[config.mk]
export PLATFORM = sky130hd
export DESIGN_NAME = clarvi_regfile_writeback
export DESIGN_NICKNAME = d
export VERILOG_FILES = /design/src/rtl/clarvi_regfile_writeback.sv
export SDC_FILE = /design/constraint.sdc
export NUM_CORES = 1
export LEC_CHECK = 0
export CORE_MARGIN = 2
export CORE_UTILIZATION = 42
export DETAILED_ROUTE_END_ITERATION = 12
export PLACE_DENSITY_LB_ADDON = 0.08
export SLEW_MARGIN = 20
export SYNTH_ARGS = -nofsm -noshare
export SYNTH_HDL_FRONTEND = slang
export SYNTH_SLANG_ARGS = --single-unit
[constraint.sdc]
create_clock -name clock -period 2.2 [get_ports clock]
set_input_delay 0.22 -clock clock [delete_from_list [all_inputs] [get_ports clock]]
set_output_delay 0.22 -clock clock [all_outputs]
set_load 0.01 [all_outputs]
[src/rtl/clarvi_regfile_writeback.sv]
// Writeback serializer: one 64-bit result in, up to four 16-bit part writes out, lowest part first.
// Optional bypass outputs are built when CLARVI_WB_FORWARD_EN is defined.
module clarvi_regfile_writeback #(
   parameter int NUM_PARTS = 4,
   parameter int PART_W    = 16
) (
   input  logic                          clock,
   input  logic                          reset_n,
   input  logic                          in_valid,
   output logic                          in_ready,
   input  logic [4:0]                    in_register,
   input  logic [NUM_PARTS*PART_W-1:0]   in_value,
   input  logic [NUM_PARTS-1:0]          in_mask,
   output logic [1:0]                    write_part,
   output logic [4:0]                    write_register,
   output logic [PART_W-1:0]             data_in,
   output logic                          write_enable,
   output logic                          wb_busy,
   output logic                          wb_done
`ifdef CLARVI_WB_FORWARD_EN
   ,
   input  logic [NUM_PARTS*PART_W-1:0]   fwd_old_value,
   output logic                          fwd_valid,
   output logic [4:0]                    fwd_register,
   output logic [NUM_PARTS*PART_W-1:0]   fwd_value
`endif
);

   localparam int VALUE_W = NUM_PARTS * PART_W;

   typedef enum logic {IDLE, WRITE} state_t;

   state_t                 r_state;
   logic [4:0]             r_reg;
   logic [VALUE_W-1:0]     r_value;
   logic [NUM_PARTS-1:0]   r_pending;

   logic                   w_accept;
   logic                   w_real;
   logic                   w_last;
   logic [NUM_PARTS-1:0]   w_pend_low;
   logic [NUM_PARTS-1:0]   w_in_low;
   logic [NUM_PARTS-1:0]   w_in_rest;
   logic [1:0]             w_pend_part;
   logic [1:0]             w_in_part;

   function automatic logic [1:0] low_index(input logic [NUM_PARTS-1:0] v);
      logic [1:0] idx;
      idx = '0;
      for (int k = NUM_PARTS - 1; k >= 0; k--) begin
         if (v[k]) idx = 2'(k);
      end
      return idx;
   endfunction

   assign w_pend_low  = r_pending & (~r_pending + NUM_PARTS'(1));
   assign w_last      = (r_pending != '0) && ((r_pending & (r_pending - NUM_PARTS'(1))) == '0);
   assign w_pend_part = low_index(r_pending);

   assign w_in_low    = in_mask & (~in_mask + NUM_PARTS'(1));
   assign w_in_rest   = in_mask & ~w_in_low;
   assign w_in_part   = low_index(in_mask);

   // x0 and empty masks complete without touching the register file
   assign w_real      = (in_mask != '0) && (in_register != 5'd0);

   assign in_ready    = (r_state == IDLE) || ((r_state == WRITE) && w_last);
   assign w_accept    = in_valid && in_ready;
   assign wb_busy     = (r_state == WRITE);

   always_ff @(posedge clock or negedge reset_n) begin
      if (!reset_n) begin
         r_state        <= IDLE;
         r_reg          <= '0;
         r_value        <= '0;
         r_pending      <= '0;
         write_enable   <= 1'b0;
         write_part     <= '0;
         write_register <= '0;
         data_in        <= '0;
         wb_done        <= 1'b0;
      end else begin
         write_enable <= 1'b0;
         wb_done      <= 1'b0;
         if (w_accept) begin
            r_reg   <= in_register;
            r_value <= in_value;
         end
         case (r_state)
            IDLE: begin
               if (w_accept) begin
                  if (w_real) begin
                     // first part leaves straight from the input latch to save a cycle
                     write_enable   <= 1'b1;
                     write_part     <= w_in_part;
                     write_register <= in_register;
                     data_in        <= in_value[w_in_part*PART_W +: PART_W];
                     r_pending      <= w_in_rest;
                     if (w_in_rest == '0) wb_done <= 1'b1;
                     else                 r_state <= WRITE;
                  end else begin
                     wb_done <= 1'b1;
                  end
               end
            end
            WRITE: begin
               if (r_pending == '0) begin
                  // a no-write result queued behind the previous last part
                  wb_done <= 1'b1;
                  r_state <= IDLE;
               end else begin
                  write_enable   <= 1'b1;
                  write_part     <= w_pend_part;
                  write_register <= r_reg;
                  data_in        <= r_value[w_pend_part*PART_W +: PART_W];
                  r_pending      <= r_pending & ~w_pend_low;
                  if (w_last) begin
                     wb_done <= 1'b1;
                     if (w_accept) r_pending <= w_real ? in_mask : '0;
                     else          r_state   <= IDLE;
                  end
               end
            end
         endcase
      end
   end

`ifdef CLARVI_WB_FORWARD_EN
   logic [VALUE_W-1:0] w_fwd_merge;
   logic [VALUE_W-1:0] r_fwd_value;

   for (genvar gi = 0; gi < NUM_PARTS; gi++) begin : g_merge
      assign w_fwd_merge[gi*PART_W +: PART_W] =
         in_mask[gi] ? in_value[gi*PART_W +: PART_W] : fwd_old_value[gi*PART_W +: PART_W];
   end

   always_ff @(posedge clock or negedge reset_n) begin
      if (!reset_n) r_fwd_value <= '0;
      else if (w_accept) r_fwd_value <= w_fwd_merge;
   end

   assign fwd_valid    = wb_busy;
   assign fwd_register = r_reg;
   assign fwd_value    = r_fwd_value;
`endif

endmodule

==> impl_metrics.env <==
export IMPL_synth_top_cell_by_area="dfrtp_1"
export IMPL_diodes=0
export IMPL_relSlewSlack_pct=57.08
export IMPL_place_hpwl_um=10490
export IMPL_synth_top_area_share_pct=47.32
export IMPL_drc=0
export IMPL_yosys_warnings=0
export IMPL_clockPowerShare_pct=16.4
export IMPL_htree_levels=3
export IMPL_core_area_mm2=0.01211
export IMPL_synth_seq_cells=99
export IMPL_synthCells=502
export IMPL_num_nets_final=694
export IMPL_power_density_mw_per_mm2=1335
export IMPL_mostFrequentLayoutCells="clkdlybuf4s50_1, dfrtp_1, mux2_2"
export IMPL_track_usage_pct=23.62
export IMPL_ys_types=49
export IMPL_viasPerCell=5.646
export IMPL_grt_max_degree=48
export IMPL_route_met3_wl_um=1042
export IMPL_crit_start="wb_busy"
export IMPL_wl_met1_um=6726
export IMPL_cp_data_required_time_ns=1.98
export IMPL_skew_ns=0.007717
export IMPL_antenna_found_initial=0
export IMPL_ant_nets=0
export IMPL_die_x_um=115.6
export IMPL_start_util_pct=43.22
export IMPL_clock_sinks=99
export IMPL_end_kind="output pin"
export IMPL_area_growth_pct=32.62
export IMPL_place_ws_ns=-0.05824
export IMPL_setup_tns_ns=0
export IMPL_period_needed_ns=2.111
export IMPL_fmax_mhz=473.8
export IMPL_total_power_mw=9.268
export IMPL_p_leak_nw=2.918
export IMPL_ir_drop_mv=0.7663
export IMPL_num_vias=4466
export IMPL_synth_area_mm2=0.005235
export IMPL_dp_cells=774
export IMPL_r2r_start="r_pending[3]"
export IMPL_synth_nets=578
export IMPL_gp_congestion=0.8412
export IMPL_regMostFlops="r_value"
export IMPL_finalNonFillerCells=791
export IMPL_largest_reg_flops=64
export IMPL_numCtsBuffers=9
export IMPL_hold_path_class="in -> async"
export IMPL_grt_setup_unrepaired="no"
export IMPL_fin_util_pct=57.32
export IMPL_die_h_um=115.6
export IMPL_grt_pass1_vias=4551
export IMPL_worst_slack_ns=0.08928
export IMPL_drt_first_pass_iters=5
export IMPL_grt_pass1_wl_um=24150
export IMPL_seqPwrFrac_pct=35.0
export IMPL_wire_per_inst_um=19.14
export IMPL_cap_violations=0
export IMPL_synth_area_leaders="dfrtp_1, mux2_2, o21ai_0, nor2b_1, mux2_4"
export IMPL_status="completed"
export IMPL_route_met2_wl_um=7080
export IMPL_clockRootBuffer="clkbuf_16"
export IMPL_slew_viol_final=0
export IMPL_wl_um=15140
export IMPL_p_comb_share_pct=48.6
export IMPL_seq_area_frac_synth_pct=47.32
export IMPL_switching_share_pct=37.20
export IMPL_internal_power_mw=5.820
export IMPL_numPortBuffers=102
export IMPL_cts_buffer_depth=2
export IMPL_reg_top3="r_value (64), data_in (16)"
export IMPL_post_cts_buffers=0
export IMPL_num_io_pins=103
export IMPL_drt_iter0_drc=319
export IMPL_worst_setup_path_start_kind="flop"
export IMPL_worst_pin_slew_ns=0.6438
export IMPL_cp_max_fo=12
export IMPL_die_area_mm2=0.01337
export IMPL_arrival_ns=1.89
export IMPL_drive_gt1_share_pct=21.83
export IMPL_period_share_pct=95.94
export IMPL_clk_latency_ns=0.35
export IMPL_cts_tree="done"
export IMPL_top_layer_used="met4"
export IMPL_n_fill_cell=1072
export IMPL_synth_area_per_cell_um2=10.43
export IMPL_core_rowCount=40
export IMPL_worstSetupPathType="reg -> out"
export IMPL_clk_pin_slew_ns=0.07
export IMPL_finalSetupViolations=0
export IMPL_finalHoldViolCount=0
export IMPL_layout_commonest_cell="clkdlybuf4s50_1"
export IMPL_grt_overflow=0
export IMPL_p_sw_mw=3.448
==> worst max-delay path: stages (launching register included) <==
cell             delay (ns)
dfrtp_2                0.54
buf_4                  0.23
buf_4                  0.21
clkdlybuf4s50_1        0.56
==> cell families (layout without fill, tap and decap cells) <==
group                     Yosys count  in the layout  share of synthesized area [%]
AOI/OAI and AO/OA                 160            160                          19.91
xor gates and xnor gates            1              1                         0.1673
buffers and inverters              44            165                          4.135
DFF                                99             99                          47.32
muxes                              74             74                          16.52
and+or+nand+nor                   124            124                          11.95
==> what timing repair did <==
item,in CTS,in global routing
hold buffers,1,0
endpoints found under the hold margin,22,0
endpoints found under the setup margin,2,0
resized for setup,2,0
==> power by group through the flow <==
stage               Clock (mW)  Sequential, mW  Combinational (mW)
floorplan                    0            3.19                2.78
global placement             0            3.22                4.38
detailed placement           0            3.25                4.49
CTS                       1.55            3.23                4.49
global route              1.61            3.34                4.90
finish                    1.52            3.25                4.50
==> metrics by stage <==
stage,hold slack (ns),area (um^2)
final,0.3186,6943
after global routing,0.3372,6943
after CTS,0.3228,6943
after detailed placement,0.1513,6651
after global placement,0.1496,6651
after floorplan,-0.07559,5235
==> layout make-up <==
cell class	count	area, um^2	area share (%)
inverters	7	26.28	0.3784
clock buffers	12	256.5	3.694
multi-input cells	359	2551	36.75
well taps	168	210.2	3.028
clock inverters	4	25.02	0.3604
repair buffers	142	1395	20.09
flip-flops and latches	99	2479	35.70
==> routing by layer <==
metal  vias to the layer above  GRT usage [%]
met5                         -              0
met4                         0          7.381
met3                        21          6.172
met2                       173          37.35
met1                      2200          32.00
li1                       2072              -
==> synthesized netlist by cell type, drive strengths merged <==
cell type and n:
buf 20, inv 7, or2 3, xor2 1
o211ai 2, a211oi 7, and3 14, a31oi 2
o221ai 7, a21boi 6, nor3b 1, o22a 1
a21o 2, nor4 9, o21a 2, nor2b 25
a32o 2, o32ai 1, nand2b 2, dfrtp 99
or4 1, mux2i 5, or3 2, a22o 9
nor2 41, o31ai 3, mux2 69, clkbuf 17
a2111oi 7, o22ai 11, o21ai 65, nor3 4
o31a 1, o21bai 2, a21oi 21, a211o 9
nand2 22
==> path summary, 6_finish.rpt <==
check	cells past startpoint	slack (ns)	to
worst max-delay path	3	0.09	wb_busy
min in group clock	2	0.49	write_register[1]
worst min-delay path	2	0.32	write_enable
worst max register to register	6	0.18	r_value[28]
max in group asynchronous	3	1.17	r_value[28]
worst min register to register	2	0.49	write_register[1]
No activity file was read; power rests on OpenSTA's default activity.
